$ cat src/rtl/mem_arbiter.sv
// mem_arbiter: two-requester (r0 = fetch, r1 = data) arbiter in front of a
// single-port RAM. One transaction is outstanding at a time and is walked
// through IDLE -> ACCESS -> RESP.
// Configuration macro: MEM_ARB_RR_EN
//   defined   : round-robin on contention, the requester not served last wins
//   undefined : fixed priority, r1 always wins contention
// Handshake: a request transfers on a rising edge where rN_valid & rN_ready.
// rN_ready is only ever high in IDLE, for the arbitration winner. The result
// comes back as a single-cycle rN_rvalid pulse with rN_rdata/rN_err.
module mem_arbiter #(
   parameter int ADDR_W  = 32,
   parameter int DATA_W  = 32,
   parameter int TMO_CYC = 16
) (
   input  logic              clk,
   input  logic              rst,
   input  logic              r0_valid,
   input  logic              r0_we,
   input  logic [ADDR_W-1:0] r0_addr,
   input  logic [DATA_W-1:0] r0_wdata,
   output logic              r0_ready,
   output logic              r0_rvalid,
   output logic [DATA_W-1:0] r0_rdata,
   output logic              r0_err,
   input  logic              r1_valid,
   input  logic              r1_we,
   input  logic [ADDR_W-1:0] r1_addr,
   input  logic [DATA_W-1:0] r1_wdata,
   output logic              r1_ready,
   output logic              r1_rvalid,
   output logic [DATA_W-1:0] r1_rdata,
   output logic              r1_err,
   output logic [ADDR_W-1:0] ram_addr,
   output logic [DATA_W-1:0] ram_wdata,
   output logic [15:0]       ram_ctrl,
   input  logic [DATA_W-1:0] ram_rdata,
   input  logic              ram_ack,
   output logic              busy,
   output logic [1:0]        dbg_state_o
);

   localparam logic [1:0] ST_IDLE   = 2'd0;
   localparam logic [1:0] ST_ACCESS = 2'd1;
   localparam logic [1:0] ST_RESP   = 2'd2;

   localparam logic [15:0] TMO_LAST = 16'(TMO_CYC - 1);

   logic [1:0]        state_q, state_d;
   logic [15:0]       cnt_q, cnt_d;
   logic              owner_q, owner_d;
   logic              we_q, we_d;
   logic [ADDR_W-1:0] addr_q, addr_d;
   logic [DATA_W-1:0] wdata_q, wdata_d;
   logic [DATA_W-1:0] r0_rdata_q, r0_rdata_d;
   logic [DATA_W-1:0] r1_rdata_q, r1_rdata_d;
   logic              r0_err_q, r0_err_d;
   logic              r1_err_q, r1_err_d;
   logic              gnt0, gnt1;
   logic              resp_load;
   logic [DATA_W-1:0] resp_rdata;
   logic              resp_err;

`ifdef MEM_ARB_RR_EN
   // Requester served most recently; resets to 1 so r0 wins the first contention.
   logic              last_q, last_d;
`endif

   // Arbitration: only meaningful in IDLE; the winner sees ready combinationally.
   always_comb begin
      gnt0 = 1'b0;
      gnt1 = 1'b0;
      if (state_q == ST_IDLE) begin
         if (r0_valid && r1_valid) begin
`ifdef MEM_ARB_RR_EN
            gnt0 = last_q;
            gnt1 = !last_q;
`else
            gnt1 = 1'b1;
`endif
         end else begin
            gnt0 = r0_valid;
            gnt1 = r1_valid;
         end
      end
   end

   // ACCESS completion: an ack beats a same-cycle timeout; writes return zero data.
   always_comb begin
      resp_load  = 1'b0;
      resp_rdata = '0;
      resp_err   = 1'b0;
      if (state_q == ST_ACCESS) begin
         if (ram_ack) begin
            resp_load  = 1'b1;
            resp_rdata = we_q ? '0 : ram_rdata;
            resp_err   = 1'b0;
         end else if (cnt_q == TMO_LAST) begin
            resp_load  = 1'b1;
            resp_rdata = '0;
            resp_err   = 1'b1;
         end
      end
   end

   // Next-state logic for the transaction FSM and its latches.
   always_comb begin
      state_d    = state_q;
      cnt_d      = cnt_q;
      owner_d    = owner_q;
      we_d       = we_q;
      addr_d     = addr_q;
      wdata_d    = wdata_q;
      r0_rdata_d = r0_rdata_q;
      r1_rdata_d = r1_rdata_q;
      r0_err_d   = r0_err_q;
      r1_err_d   = r1_err_q;
`ifdef MEM_ARB_RR_EN
      last_d     = last_q;
`endif
      case (state_q)
         ST_IDLE: begin
            if (gnt0 || gnt1) begin
               state_d = ST_ACCESS;
               cnt_d   = '0;
               owner_d = gnt1;
               we_d    = gnt1 ? r1_we    : r0_we;
               addr_d  = gnt1 ? r1_addr  : r0_addr;
               wdata_d = gnt1 ? r1_wdata : r0_wdata;
`ifdef MEM_ARB_RR_EN
               last_d  = gnt1;
`endif
            end
         end
         ST_ACCESS: begin
            if (resp_load) begin
               state_d = ST_RESP;
               if (owner_q) begin
                  r1_rdata_d = resp_rdata;
                  r1_err_d   = resp_err;
               end else begin
                  r0_rdata_d = resp_rdata;
                  r0_err_d   = resp_err;
               end
            end else begin
               cnt_d = cnt_q + 16'd1;
            end
         end
         ST_RESP: begin
            state_d = ST_IDLE;
         end
         default: begin
            state_d = ST_IDLE;
         end
      endcase
   end

   // State and latch registers; reset drops any in-flight transaction.
   always_ff @(posedge clk or negedge rst) begin
      if (!rst) begin
         state_q    <= ST_IDLE;
         cnt_q      <= '0;
         owner_q    <= 1'b0;
         we_q       <= 1'b0;
         addr_q     <= '0;
         wdata_q    <= '0;
         r0_rdata_q <= '0;
         r1_rdata_q <= '0;
         r0_err_q   <= 1'b0;
         r1_err_q   <= 1'b0;
`ifdef MEM_ARB_RR_EN
         last_q     <= 1'b1;
`endif
      end else begin
         state_q    <= state_d;
         cnt_q      <= cnt_d;
         owner_q    <= owner_d;
         we_q       <= we_d;
         addr_q     <= addr_d;
         wdata_q    <= wdata_d;
         r0_rdata_q <= r0_rdata_d;
         r1_rdata_q <= r1_rdata_d;
         r0_err_q   <= r0_err_d;
         r1_err_q   <= r1_err_d;
`ifdef MEM_ARB_RR_EN
         last_q     <= last_d;
`endif
      end
   end

   // Output decode: strobes only in ACCESS, rvalid only in RESP for the owner.
   always_comb begin
      r0_ready    = gnt0;
      r1_ready    = gnt1;
      r0_rvalid   = (state_q == ST_RESP) && !owner_q;
      r1_rvalid   = (state_q == ST_RESP) && owner_q;
      r0_rdata    = r0_rdata_q;
      r1_rdata    = r1_rdata_q;
      r0_err      = r0_err_q;
      r1_err      = r1_err_q;
      ram_addr    = addr_q;
      ram_wdata   = wdata_q;
      ram_ctrl    = (state_q == ST_ACCESS) ? {14'b0, we_q, !we_q} : 16'h0000;
      busy        = (state_q != ST_IDLE);
      dbg_state_o = state_q;
   end

endmodule

$ cat config.mk
export PLATFORM = sky130hd
export DESIGN_NAME = mem_arbiter
export DESIGN_NICKNAME = d
export VERILOG_FILES = /design/src/rtl/mem_arbiter.sv
export SDC_FILE = /design/constraint.sdc
export NUM_CORES = 1
export LEC_CHECK = 0
export ABC_AREA = 1
export CORE_ASPECT_RATIO = 0.5
export CORE_MARGIN = 2
export CORE_UTILIZATION = 46
export CTS_CLUSTER_DIAMETER = 40
export CTS_CLUSTER_SIZE = 16
export DETAILED_ROUTE_END_ITERATION = 8
export GPL_TIMING_DRIVEN = 0
export PLACE_DENSITY = 0.91
export SETUP_SLACK_MARGIN = 0.2
export SYNTH_ARGS = -nofsm -noshare
export SYNTH_HDL_FRONTEND = slang
export SYNTH_SLANG_ARGS = --single-unit
$ cat constraint.sdc
create_clock -name clk -period 2.6 [get_ports clk]
set_clock_uncertainty 0.2 [all_clocks]
set_input_delay 0.65 -clock clk [delete_from_list [all_inputs] [get_ports clk]]
set_output_delay 0.65 -clock clk [all_outputs]
set_load 0.1 [all_outputs]
==> flow_summary_export.csv <==
group,metric,value,unit
clock_tree,insertion_delay,410,ps
global_routing,met2_usage,51.8,%
logic_synthesis,synth_fa_ha_area_share,0.172,%
critical_path,crit_type,"flop to primary output",
critical_path,r2r_end,"ram_wdata[27]",
die,initial_core_util,47.2,%
die,chipWidth,182,µm
clock_tree,cts_buffers,17,
die,ios,320,
final_layout,area_growth,61.2,%
global_routing,gr-total-overflow,0,
sta,period_share,96.6,%
logic_synthesis,synth_compound_area_share,9.92,%
sta,layout_min_cycle_time,2510,ps
critical_path,path_max_fanout,4,
sta,maxSlewHeadroom,51.0,%
critical_path,cp.required,1750,ps
critical_path,r2r-start,"dbg_state_o[1]",
final_layout,drive_gt1_share,21.8,%
logic_synthesis,ys_seq_area_share,51.6,%
global_routing,track_usage,30.0,%
die,die_area,16900,µm²
sta,maxSlewViolCount,0,
clock_tree,cts-root-buf,"clkbuf_16",
sta,clock.fmax,398,MHz
final_layout,final_cell_mix,"nand2_1 (234), clkdlybuf4s50_1 (164), dfrtp_1 (148)",
sta,worstMarginPinSlew,735,ps
final_layout,fill_cells,1031,
die,core,15400,µm²
detailed_routing,firstDrtPassIters,7,
clock_tree,path_clk_slew,70,ps
final_layout,stdcell_area,11700,µm²
logic_synthesis,synth_xor_area_share,1.08,%
final_layout,diodes,0,
global_routing,grtUsageMet3,6.33,%
clock_tree,cts_num_sinks,150,
sta,finalSetupViolations,0,
detailed_routing,post-route-drc-count,0,
detailed_routing,drt-initial-drc-count,642,
detailed_routing,wl_per_cell,17.4,µm
logic_synthesis,synthCells,896,
placement,place.gp.congestion,0.918,
placement,placed_area,10700,µm²
global_routing,grt_pass1_vias,8008,
logic_synthesis,synth_area,7270,µm²
min_path,worstHoldPathType,"primary input to asynchronous set/reset pin",
final_layout,nNetsFinal,1419,
global_routing,grt_pass1_wl,40000,µm
detailed_routing,vias_per_cell,5.37,
final_layout,layout_commonest_cell,"nand2_1",
run,drv_cap,0,
global_routing,busiest_layer,"met2",
global_routing,grt_max_degree,78,
critical_path,r2r_cells,10,
logic_synthesis,syn_avg_cell_area,8.11,µm²
logic_synthesis,synth_top_family_by_area,"simple AND/OR/NAND/NOR gates",
placement,port_buffers,305,
global_routing,use_met1,36.6,%
die,num_rows,32,
detailed_routing,via_count,7883,
logic_synthesis,ys_ff_latch,150,
global_routing,antenna_found_initial,0,
clock_tree,ctsHoldBuffers,0,
clock_tree,cts_htree_levels,4,
die,dieHeight,92.9,µm
logic_synthesis,synth_mux_area_share,0,%
sta,hold_viol,0,
detailed_routing,wl,25600,µm
logic_synthesis,ys_warn_count,0,
critical_path,end_kind,"primary output",
clock_tree,cts_tree,"done",
detailed_routing,drtAntennaViolNets,0,
critical_path,r2r_slack,430,ps
run_status,outcome,"finished clean",
sta,rsz0062_at_grt,"true",
critical_path,arrival,1660,ps
logic_synthesis,ys.flop_type,"dfrtp_1",
logic_synthesis,synthSimpleGateAreaFrac,27.9,%
critical_path,cp-start-kind,"flop",
logic_synthesis,synthArstFlopShare,100,%
logic_synthesis,synth_edf_count,0,
placement,dp_hpwl,18100,µm
logic_synthesis,synth_cell_type_count,30,
clock_tree,cts_buffer_depth,2,
metrics by stage:
step           TNS, ps  worst slack, ps  util [%]  hold WS (ps)  cells
2_1_floorplan        0             19.8         -           154    909
3_5_place_dp     -4490            -1100      69.5           258   1419
5_1_grt              0             49.3      76.0           120   1468
3_3_place_gp   -793660            -6280      69.3           254   1418
6_report             0             89.6      76.0          66.5   1468
4_1_cts              0             19.7      75.7           106   1463
synthesized netlist by cell type (10+ instances only):
| library cell | number | area share (%) |
|---|---|---|
| dfrtp_1 | 150 | 52 |
| inv_1 | 49 | 2.5 |
| a21oi_1 | 67 | 4.6 |
| o21ai_1 | 49 | 3.4 |
| nand3_1 | 21 | 1.4 |
| nand4_1 | 69 | 5.9 |
| buf_2 | 36 | 2.5 |
| nor2_1 | 121 | 6.2 |
| buf_4 | 19 | 2.0 |
| nand2_1 | 235 | 12 |
| clkbuf_1 | 10 | 0.52 |
| o21ai_0 | 28 | 1.9 |
cells by family (layout without fill, tap and decap cells):
logic type,after synthesis,in the layout
AO/OA/AOI/OAI,144,144
XOR/XNOR,9,9
adder cells (fa/ha/maj),1,1
buffers and inverters,127,482
flip-flops,150,150
other,1,14
AND/OR/NAND/NOR,464,464
registers in the layout, summed over array words and instances (netlist names):
name	cells
r1_err	1
r1_rdata	32
r0_err	1
cnt_q	16
ram_wdata	32
owner_q	1
we_q	1
ram_addr	32
r0_rdata	32
dbg_state_o	2
cell type report:
type	count	area (µm²)	area share (%)
Buffer	75	517	4.41
Clock buffer	18	439	3.75
Clock inverter	14	164	1.40
Inverter	52	211	1.80
Multi-Input combinational cell	632	2940	25.1
Sequential cell	150	3760	32.1
Tap cell	204	255	2.18
Timing Repair Buffer	323	3430	29.3
how the worst max path moves through the flow:
stage / start / slack [ps] / to / depth (start not counted)
floorplan: dbg_state_o[0] / 20 / ram_ctrl[0] / 5
global placement: rst / -6280 / dbg_state_o[1] / 1
detailed placement: r0_valid / -1100 / r0_ready / 5
CTS: dbg_state_o[0] / 20 / r0_ready / 5
global route: dbg_state_o[1] / 50 / ram_ctrl[0] / 5
finish: dbg_state_o[1] / 90 / ram_ctrl[0] / 5
worst max-delay path, stage by stage (launching register included):
cell and delay (ps):
dfrtp_4 520, nor2_4 150, buf_6 120, clkinvlp_4 140
nor2_4 140, buf_12 180
timing repair:
action / CTS / global route
setup endpoints to repair: 139 / 5
pin swaps: 6 / 2
setup buffers: 12 / 5
resized for setup: 468 / 2
routing by layer:
metal / part of all wire [%] / vias up
li1: - / 3621
met1: 40 / 3746
met2: 49 / 429
met3: 6.9 / 87
met4: 4.1 / 0
met5: 0 / -
Power is left out: the tool's default activity adds up to more than one toggle a clock period on the data nets, which glitch-free logic cannot reach.
